**config.mk**
```make
export PLATFORM = sky130hd
export DESIGN_NAME = sample_decimator_flat
export DESIGN_NICKNAME = d
export VERILOG_FILES = /design/src/rtl/sample_decimator_pkg.sv /design/src/rtl/sample_decimator_if.sv /design/src/rtl/sync_fifo_2w.sv /design/src/rtl/sample_decimator.sv /design/src/flat_wrapper.sv
export SDC_FILE = /design/constraint.sdc
export NUM_CORES = 1
export LEC_CHECK = 0
export CELL_PAD_IN_SITES_DETAIL_PLACEMENT = 1
export CELL_PAD_IN_SITES_GLOBAL_PLACEMENT = 2
export CORE_MARGIN = 1.5
export CORE_UTILIZATION = 40
export DETAILED_ROUTE_END_ITERATION = 10
export PLACE_DENSITY_LB_ADDON = 0.1
export SYNTH_ARGS = -nofsm -noshare
export SYNTH_HDL_FRONTEND = slang
export SYNTH_SLANG_ARGS = --single-unit
```
**constraint.sdc**
```tcl
create_clock -name clk -period 14.9 [get_ports clk]
set_input_delay 2.98 -clock clk [delete_from_list [all_inputs] [get_ports clk]]
set_output_delay 2.98 -clock clk [all_outputs]
set_load 0.1 [all_outputs]
```
**src/rtl/sample_decimator_pkg.sv**
```systemverilog
// Shared types for the MSO decimation stage: mode encoding and peak word tags.
// The tag values are also decoded by the capture memory writer.
package sample_decimator_pkg;

  typedef enum logic [1:0] {
    ModeSample   = 2'd0,
    ModeAverage  = 2'd1,
    ModePeak     = 2'd2,
    ModeReserved = 2'd3
  } mode_e;

  localparam logic TagMin = 1'b0;
  localparam logic TagMax = 1'b1;

  // Reserved encoding falls back to plain sampling.
  function automatic mode_e decode_mode(input logic [1:0] raw);
    mode_e m;
    m = mode_e'(raw);
    if (m == ModeReserved) begin
      m = ModeSample;
    end
    return m;
  endfunction

endpackage

```
**src/rtl/sample_decimator_if.sv**
```systemverilog
// Valid/ready result stream from the decimator to the capture memory writer.
interface sample_decimator_if #(
  parameter int unsigned DATA_WIDTH = 12
) ();

  logic                         valid;
  logic                         ready;
  logic signed [DATA_WIDTH-1:0] data;
  logic                         is_max;

  modport master (output valid, output data, output is_max, input ready);
  modport slave  (input valid, input data, input is_max, output ready);

endinterface

```
**src/rtl/sync_fifo_2w.sv**
```systemverilog
// First-word-fall-through FIFO taking 0, 1 or 2 writes plus one read per cycle.
// The head is registered so it holds its last value once the FIFO runs empty.
module sync_fifo_2w #(
  parameter int unsigned DEPTH = 4,
  parameter int unsigned WIDTH = 13
) (
  input  logic                         clk,
  input  logic                         rst,
  input  logic [1:0]                   wr_num,
  input  logic [WIDTH-1:0]             wr_data0,
  input  logic [WIDTH-1:0]             wr_data1,
  input  logic                         rd_en,
  output logic                         rd_valid,
  output logic [WIDTH-1:0]             rd_data,
  output logic [$clog2(DEPTH+1)-1:0]   free
);

  localparam int unsigned CW = $clog2(DEPTH + 1);
  localparam int unsigned PW = $clog2(DEPTH);

  logic [WIDTH-1:0] mem_q [DEPTH];
  logic [WIDTH-1:0] mem_d [DEPTH];
  logic [PW-1:0]    wptr_q, wptr_d, rptr_q, rptr_d;
  logic [CW-1:0]    count_q, count_d;
  logic [WIDTH-1:0] head_q, head_d;
  logic             valid_q, valid_d;
  logic             pop;

  assign pop = rd_en && (count_q != '0);

  always_comb begin
    mem_d  = mem_q;
    wptr_d = wptr_q;
    if (wr_num != 2'd0) begin
      mem_d[wptr_q] = wr_data0;
      wptr_d        = wptr_q + PW'(1);
    end
    if (wr_num == 2'd2) begin
      mem_d[wptr_q + PW'(1)] = wr_data1;
      wptr_d                 = wptr_q + PW'(2);
    end
    rptr_d  = pop ? rptr_q + PW'(1) : rptr_q;
    count_d = count_q - CW'(pop) + CW'(wr_num);
    valid_d = (count_d != '0);
    head_d  = valid_d ? mem_d[rptr_d] : head_q;
  end

  always_ff @(posedge clk) begin
    mem_q <= mem_d;
  end

  always_ff @(posedge clk) begin
    if (rst) begin
      wptr_q  <= '0;
      rptr_q  <= '0;
      count_q <= '0;
      head_q  <= '0;
      valid_q <= 1'b0;
    end else begin
      wptr_q  <= wptr_d;
      rptr_q  <= rptr_d;
      count_q <= count_d;
      head_q  <= head_d;
      valid_q <= valid_d;
    end
  end

  assign rd_valid = valid_q;
  assign rd_data  = head_q;
  assign free     = CW'(DEPTH) - count_q;

endmodule

```
**src/rtl/sample_decimator.sv**
```systemverilog
// Decimates the FIR output stream by 2**log2 using sample, boxcar-average or min/max peak modes,
// buffering results in a small FIFO; results that do not fit are dropped and flagged sticky.
module sample_decimator
  import sample_decimator_pkg::*;
#(
  parameter int unsigned DATA_WIDTH = 12,
  parameter int unsigned LOG2_MAX   = 8,
  parameter int unsigned FIFO_DEPTH = 4
) (
  input  logic                              clk,
  input  logic                              rst,
  input  logic [1:0]                        cfg_mode,
  input  logic [$clog2(LOG2_MAX+1)-1:0]     cfg_log2_ratio,
  input  logic                              in_valid,
  input  logic signed [DATA_WIDTH-1:0]      in_data,
  sample_decimator_if.master                out_if,
  output logic                              overrun,
  input  logic                              overrun_clr
);

  localparam int unsigned RW = $clog2(LOG2_MAX + 1);
  localparam int unsigned AW = DATA_WIDTH + LOG2_MAX;
  localparam int unsigned CW = $clog2(FIFO_DEPTH + 1);

  mode_e                        mode_q, cfg_mode_dec, mode_eff;
  logic [RW-1:0]                log2_q, cfg_log2_eff, log2_eff;
  logic [LOG2_MAX-1:0]          cnt_q, last_cnt;
  logic                         cnt_zero, is_last, frame_start;
  logic signed [AW-1:0]         acc_q, acc_sum, acc_shift, in_ext;
  logic signed [DATA_WIDTH-1:0] min_q, max_q, cur_min, cur_max;
  logic [1:0]                   wr_num, push_num;
  logic [DATA_WIDTH:0]          wr_data0, wr_data1, head;
  logic [CW-1:0]                free;
  logic [CW:0]                  avail;
  logic                         pop, fifo_valid, drop;

  assign cnt_zero    = (cnt_q == '0);
  assign frame_start = in_valid && cnt_zero;

  // Config from the ports applies to the sample that opens a frame; later samples use the shadow.
  always_comb begin
    cfg_mode_dec = decode_mode(cfg_mode);
    cfg_log2_eff = (cfg_log2_ratio > RW'(LOG2_MAX)) ? RW'(LOG2_MAX) : cfg_log2_ratio;
    if (cfg_mode_dec == ModePeak && cfg_log2_eff == '0) begin
      cfg_log2_eff = RW'(1);
    end
    mode_eff = cnt_zero ? cfg_mode_dec : mode_q;
    log2_eff = cnt_zero ? cfg_log2_eff : log2_q;
  end

  assign last_cnt = ~({LOG2_MAX{1'b1}} << log2_eff);
  assign is_last  = (cnt_q == last_cnt);

  assign in_ext    = {{LOG2_MAX{in_data[DATA_WIDTH-1]}}, in_data};
  assign acc_sum   = (cnt_zero ? '0 : acc_q) + in_ext;
  assign acc_shift = acc_sum >>> log2_eff;

  assign cur_min = (cnt_zero || in_data < min_q) ? in_data : min_q;
  assign cur_max = (cnt_zero || in_data > max_q) ? in_data : max_q;

  always_comb begin
    wr_num   = 2'd0;
    wr_data0 = {TagMin, in_data};
    wr_data1 = {TagMax, cur_max};
    if (in_valid) begin
      unique case (mode_eff)
        ModeAverage: begin
          if (is_last) begin
            wr_num   = 2'd1;
            wr_data0 = {TagMin, acc_shift[DATA_WIDTH-1:0]};
          end
        end
        ModePeak: begin
          if (is_last) begin
            wr_num   = 2'd2;
            wr_data0 = {TagMin, cur_min};
          end
        end
        default: begin
          if (cnt_zero) begin
            wr_num = 2'd1;
          end
        end
      endcase
    end
  end

  // A same-cycle pop frees its slot before the space check; a peak pair goes in whole or not at all.
  assign pop      = fifo_valid && out_if.ready;
  assign avail    = {1'b0, free} + (CW + 1)'(pop);
  assign drop     = (wr_num != 2'd0) && (avail < (CW + 1)'(wr_num));
  assign push_num = drop ? 2'd0 : wr_num;

  always_ff @(posedge clk) begin
    if (rst) begin
      mode_q  <= cfg_mode_dec;
      log2_q  <= cfg_log2_eff;
      cnt_q   <= '0;
      acc_q   <= '0;
      min_q   <= '0;
      max_q   <= '0;
      overrun <= 1'b0;
    end else begin
      if (in_valid) begin
        cnt_q <= is_last ? '0 : cnt_q + LOG2_MAX'(1);
        acc_q <= acc_sum;
        min_q <= cur_min;
        max_q <= cur_max;
      end
      if (frame_start) begin
        mode_q <= cfg_mode_dec;
        log2_q <= cfg_log2_eff;
      end
      overrun <= drop | (overrun & ~overrun_clr);
    end
  end

  sync_fifo_2w #(
    .DEPTH (FIFO_DEPTH),
    .WIDTH (DATA_WIDTH + 1)
  ) u_fifo (
    .clk      (clk),
    .rst      (rst),
    .wr_num   (push_num),
    .wr_data0 (wr_data0),
    .wr_data1 (wr_data1),
    .rd_en    (pop),
    .rd_valid (fifo_valid),
    .rd_data  (head),
    .free     (free)
  );

  assign out_if.valid  = fifo_valid;
  assign out_if.data   = head[DATA_WIDTH-1:0];
  assign out_if.is_max = head[DATA_WIDTH];

endmodule

```
**src/flat_wrapper.sv**
```systemverilog
// flat-port wrapper written by rule: the top's interface ports become plain ports
module sample_decimator_flat import sample_decimator_pkg::*;
#(
  parameter int unsigned DATA_WIDTH = 12,
  parameter int unsigned LOG2_MAX   = 8,
  parameter int unsigned FIFO_DEPTH = 4
)
  (clk, rst, cfg_mode, cfg_log2_ratio, in_valid, in_data, overrun, overrun_clr, out_if_valid, out_if_data, out_if_is_max, out_if_ready);
  sample_decimator_if #(.DATA_WIDTH(DATA_WIDTH)) out_if_i ();
  input  logic clk;
  input  logic rst;
  input  logic [1:0] cfg_mode;
  input  logic [$clog2(LOG2_MAX+1)-1:0] cfg_log2_ratio;
  input  logic in_valid;
  input  logic signed [DATA_WIDTH-1:0] in_data;
  output logic overrun;
  input  logic overrun_clr;
  output wire logic [$bits(out_if_i.valid)-1:0] out_if_valid;
  output wire logic [$bits(out_if_i.data)-1:0] out_if_data;
  output wire logic [$bits(out_if_i.is_max)-1:0] out_if_is_max;
  input wire logic [$bits(out_if_i.ready)-1:0] out_if_ready;
  assign out_if_valid = out_if_i.valid;
  assign out_if_data = out_if_i.data;
  assign out_if_is_max = out_if_i.is_max;
  assign out_if_i.ready = out_if_ready;
  sample_decimator #(.DATA_WIDTH(DATA_WIDTH), .LOG2_MAX(LOG2_MAX), .FIFO_DEPTH(FIFO_DEPTH)) u_core (.clk(clk), .rst(rst), .cfg_mode(cfg_mode), .cfg_log2_ratio(cfg_log2_ratio), .in_valid(in_valid), .in_data(in_data), .out_if(out_if_i), .overrun(overrun), .overrun_clr(overrun_clr));
endmodule
```
==> run metrics <==
Mapped Nets 1484; final clock skew 0.0185 ns; DP HPWL 30600 um; gate count of the mapped netlist 1401; die height 167 um; post-layout min period 8.94 ns; crit path DAT 9.28 ns; final instance area 11900 um2; Peak supply drop 0.0732 mV; Slew headroom 0.202; sequential element share of the synthesized area 0.252; vias in the first global route 11033; Clk network pwr share 0.238; setup TNS 0 ns; Clock Root Buffer clkbuf_16; Clock Latency Late Sink 0.45 ns; largest net degree at the start of global routing 62; Clk pin slew, worst setup/hold paths 0.08 ns; Core Area 26200 um2; # H-tree levels 4; cts repair resizes 0; Warnings, synthesis 0; num ports 38; RD Place Congestion 0.867; Cell Area, Synth 10700 um2; EDFF count, synth 6; sequential share of power 0.277; wire length per cell 24.3 um; pre-CTS setup slack 5.52 ns; clk sinks 132; Pleak 4.81 nW; hold_buf cts 0; top post-synthesis cells by area dfxtp_1, ha_1, mux2i_1; Synth area leader dfxtp_1; die outline width 167 um; ys async rst share 0; first-pass GRT wire length 66400 um; Starting Density 0.409; PwrDens 151 nW/um2; Port Buf Inserts 37; sw power 0.827 mW; CTS tree built; final hold violation count 0; Worst Max-Slew Pin Slew 1.20 ns; Tot GR Track Use 0.306; Remaining DRCs 2; drt pass-1 iters 8; FF+latch count, synth 132; # Post-CTS Setup Buffers 0; layout cells sized above 1 0.0778; aggregate routed wire length 42100 um; worst r2r path cells 28; fin crit share 0.600; most common flop cell mapped by yosys dfxtp_1; Final ANT Viol Nets 0; Worst EP required 15.23 ns; Nets 1471; Layout Area Growth over Synthesis 11.0%; GRT overflow 0; share of the synthesized area in the top cell type 0.235; Vias/cell 6.41; Num CTS Buffers 17; clk buf depth 2; Sw Share 0.461; Comb power frac 0.485; Setup violations, final 0; Die Area 27800 um2; synth unique cells 90; hold path depth 2; Post-synth top cells nor2_1, dfxtp_1, nand2_1, o21ai_0, a21oi_1; CP Capture Type flop; Max Slew Vio Count 0; Hold Crit Class reg2reg; RSZ-0062 raised after global routing false; Internal Power 0.967 mW; placed inst area 11300 um2; Inserted Diodes 0; row cnt 59; PnR worst setup slack 5.96 ns; total number of vias 11131; f_max 0.112 GHz; max_cap viols 0; Syn Area/Cell 7.66 um2; initial antenna violation count 0; most frequent cell after synthesis nor2_1; failing checks DRC; CP Launch Type primary input; CP Max Fanout 30; WS Path Type in2reg; Initial DRC Count 913; status complete, but fails checks
[final cells by class]
type / instances / area (um2)
flip-flops and latches: 132 / 2700
well taps: 335 / 419
fillers: 3233 / 14300
clock inverters: 15 / 135
clock buffers: 17 / 425
inverters: 54 / 203
multi-input cells: 1122 / 7480
repair buffers: 61 / 541
[placed cells by master (no fill, tap or decap), types with 12 or more instances in the layout]
cell type	instances
o21a_1	14
a31oi_1	13
clkdlybuf4s50_1	35
and3_1	28
o211ai_1	34
inv_1	52
and2_1	30
mux2i_1	62
nor2b_1	15
clkbuf_16	17
nand4_1	27
a211oi_1	36
nor2_1	159
o21ai_0	81
or2_2	12
a21oi_1	74
nand2_1	117
xnor2_1	13
ha_1	58
nand2b_1	22
a21o_1	18
buf_4	24
a22oi_1	15
nor3_1	30
dfxtp_1	126
nand3_1	47
[power by group through the flow]
stage          Combinational [mW]  Clock, mW  Sequential, mW
2_1_floorplan               0.531          0           0.589
3_3_place_gp                0.840          0           0.501
3_5_place_dp                0.857          0           0.502
4_1_cts                     0.862      0.434           0.495
5_1_grt                     0.948      0.444           0.505
6_report                    0.870      0.428           0.496
[worst paths after layout]
check                                        startpoint                        end  slack [ns]
worst min register to register  u_core.u_fifo.mem_q[12]    u_core.u_fifo.mem_q[12]        0.45
worst max register to register          u_core.cnt_q[0]  u_core.u_fifo.rd_data[11]        7.22
worst min-delay path            u_core.u_fifo.mem_q[12]    u_core.u_fifo.mem_q[12]        0.45
worst max-delay path                  cfg_log2_ratio[2]  u_core.u_fifo.rd_data[11]        5.96
[sequential cells by signal, summed over array words and instances, names as in the netlist, 3 cells and up]
signal                 flops
u_core.cnt_q               8
u_core.max_q              12
u_core.min_q              12
u_core.log2_q              4
u_core.u_fifo.rd_data     13
u_core.u_fifo.mem_q       52
u_core.u_fifo.count_q      3
u_core.acc_q              20
[cells by family (layout without fill, tap and decap cells)]
group | Yosys count | after routing | share of synthesized area
DFF | 132 | 132 | 0.252
and+or+nand+nor | 530 | 530 | 0.242
adders and majority gates | 60 | 60 | 0.0714
muxes | 77 | 77 | 0.0780
buffers and inverters | 147 | 147 | 0.0554
xor gates and xnor gates | 26 | 26 | 0.0212
AOI/OAI and AO/OA | 429 | 429 | 0.280
[worst max-delay path, cell delays in order]
cell             delay [ns]
clkdlybuf4s50_1        0.61
nor2b_1                0.43
a31oi_1                0.13
o21ai_0                0.28
o211ai_1               0.31
nor3_2                 0.19
buf_4                  0.33
nand3_1                0.16
ha_1                   0.37
inv_1                  0.07
a22oi_1                0.14
nand2b_1               0.21
nand2_1                0.12
ha_1                   0.31
inv_1                  0.04
ha_1                   0.18
fa_1                   0.37
xnor2_1                0.20
xnor2_1                0.11
nor3_1                 0.67
nor2_1                 0.31
nand2_1                0.13
a21oi_1                0.05
o211ai_1               0.17
o22ai_1                0.13
a221o_1                0.28
[metrics by stage]
step | power [mW] | utilization | std cells | hold WS (ns)
2_1_floorplan | 1.12 | - | 1401 | 0.407
3_3_place_gp | 1.34 | 0.433 | 1704 | 0.421
3_5_place_dp | 1.36 | 0.433 | 1704 | 0.431
4_1_cts | 1.79 | 0.454 | 1736 | 0.451
5_1_grt | 1.90 | 0.454 | 1736 | 0.468
6_report | 1.79 | 0.454 | 1736 | 0.446
[metal layers]
metal	vias up	global-route usage	routed length, um
met2	319	0.500	19300
li1	5211	-	-
met5	-	0	0
met1	5545	0.423	19900
met4	0	0.0866	822
met3	56	0.0373	2090
Power figures use the tool's default switching activity.
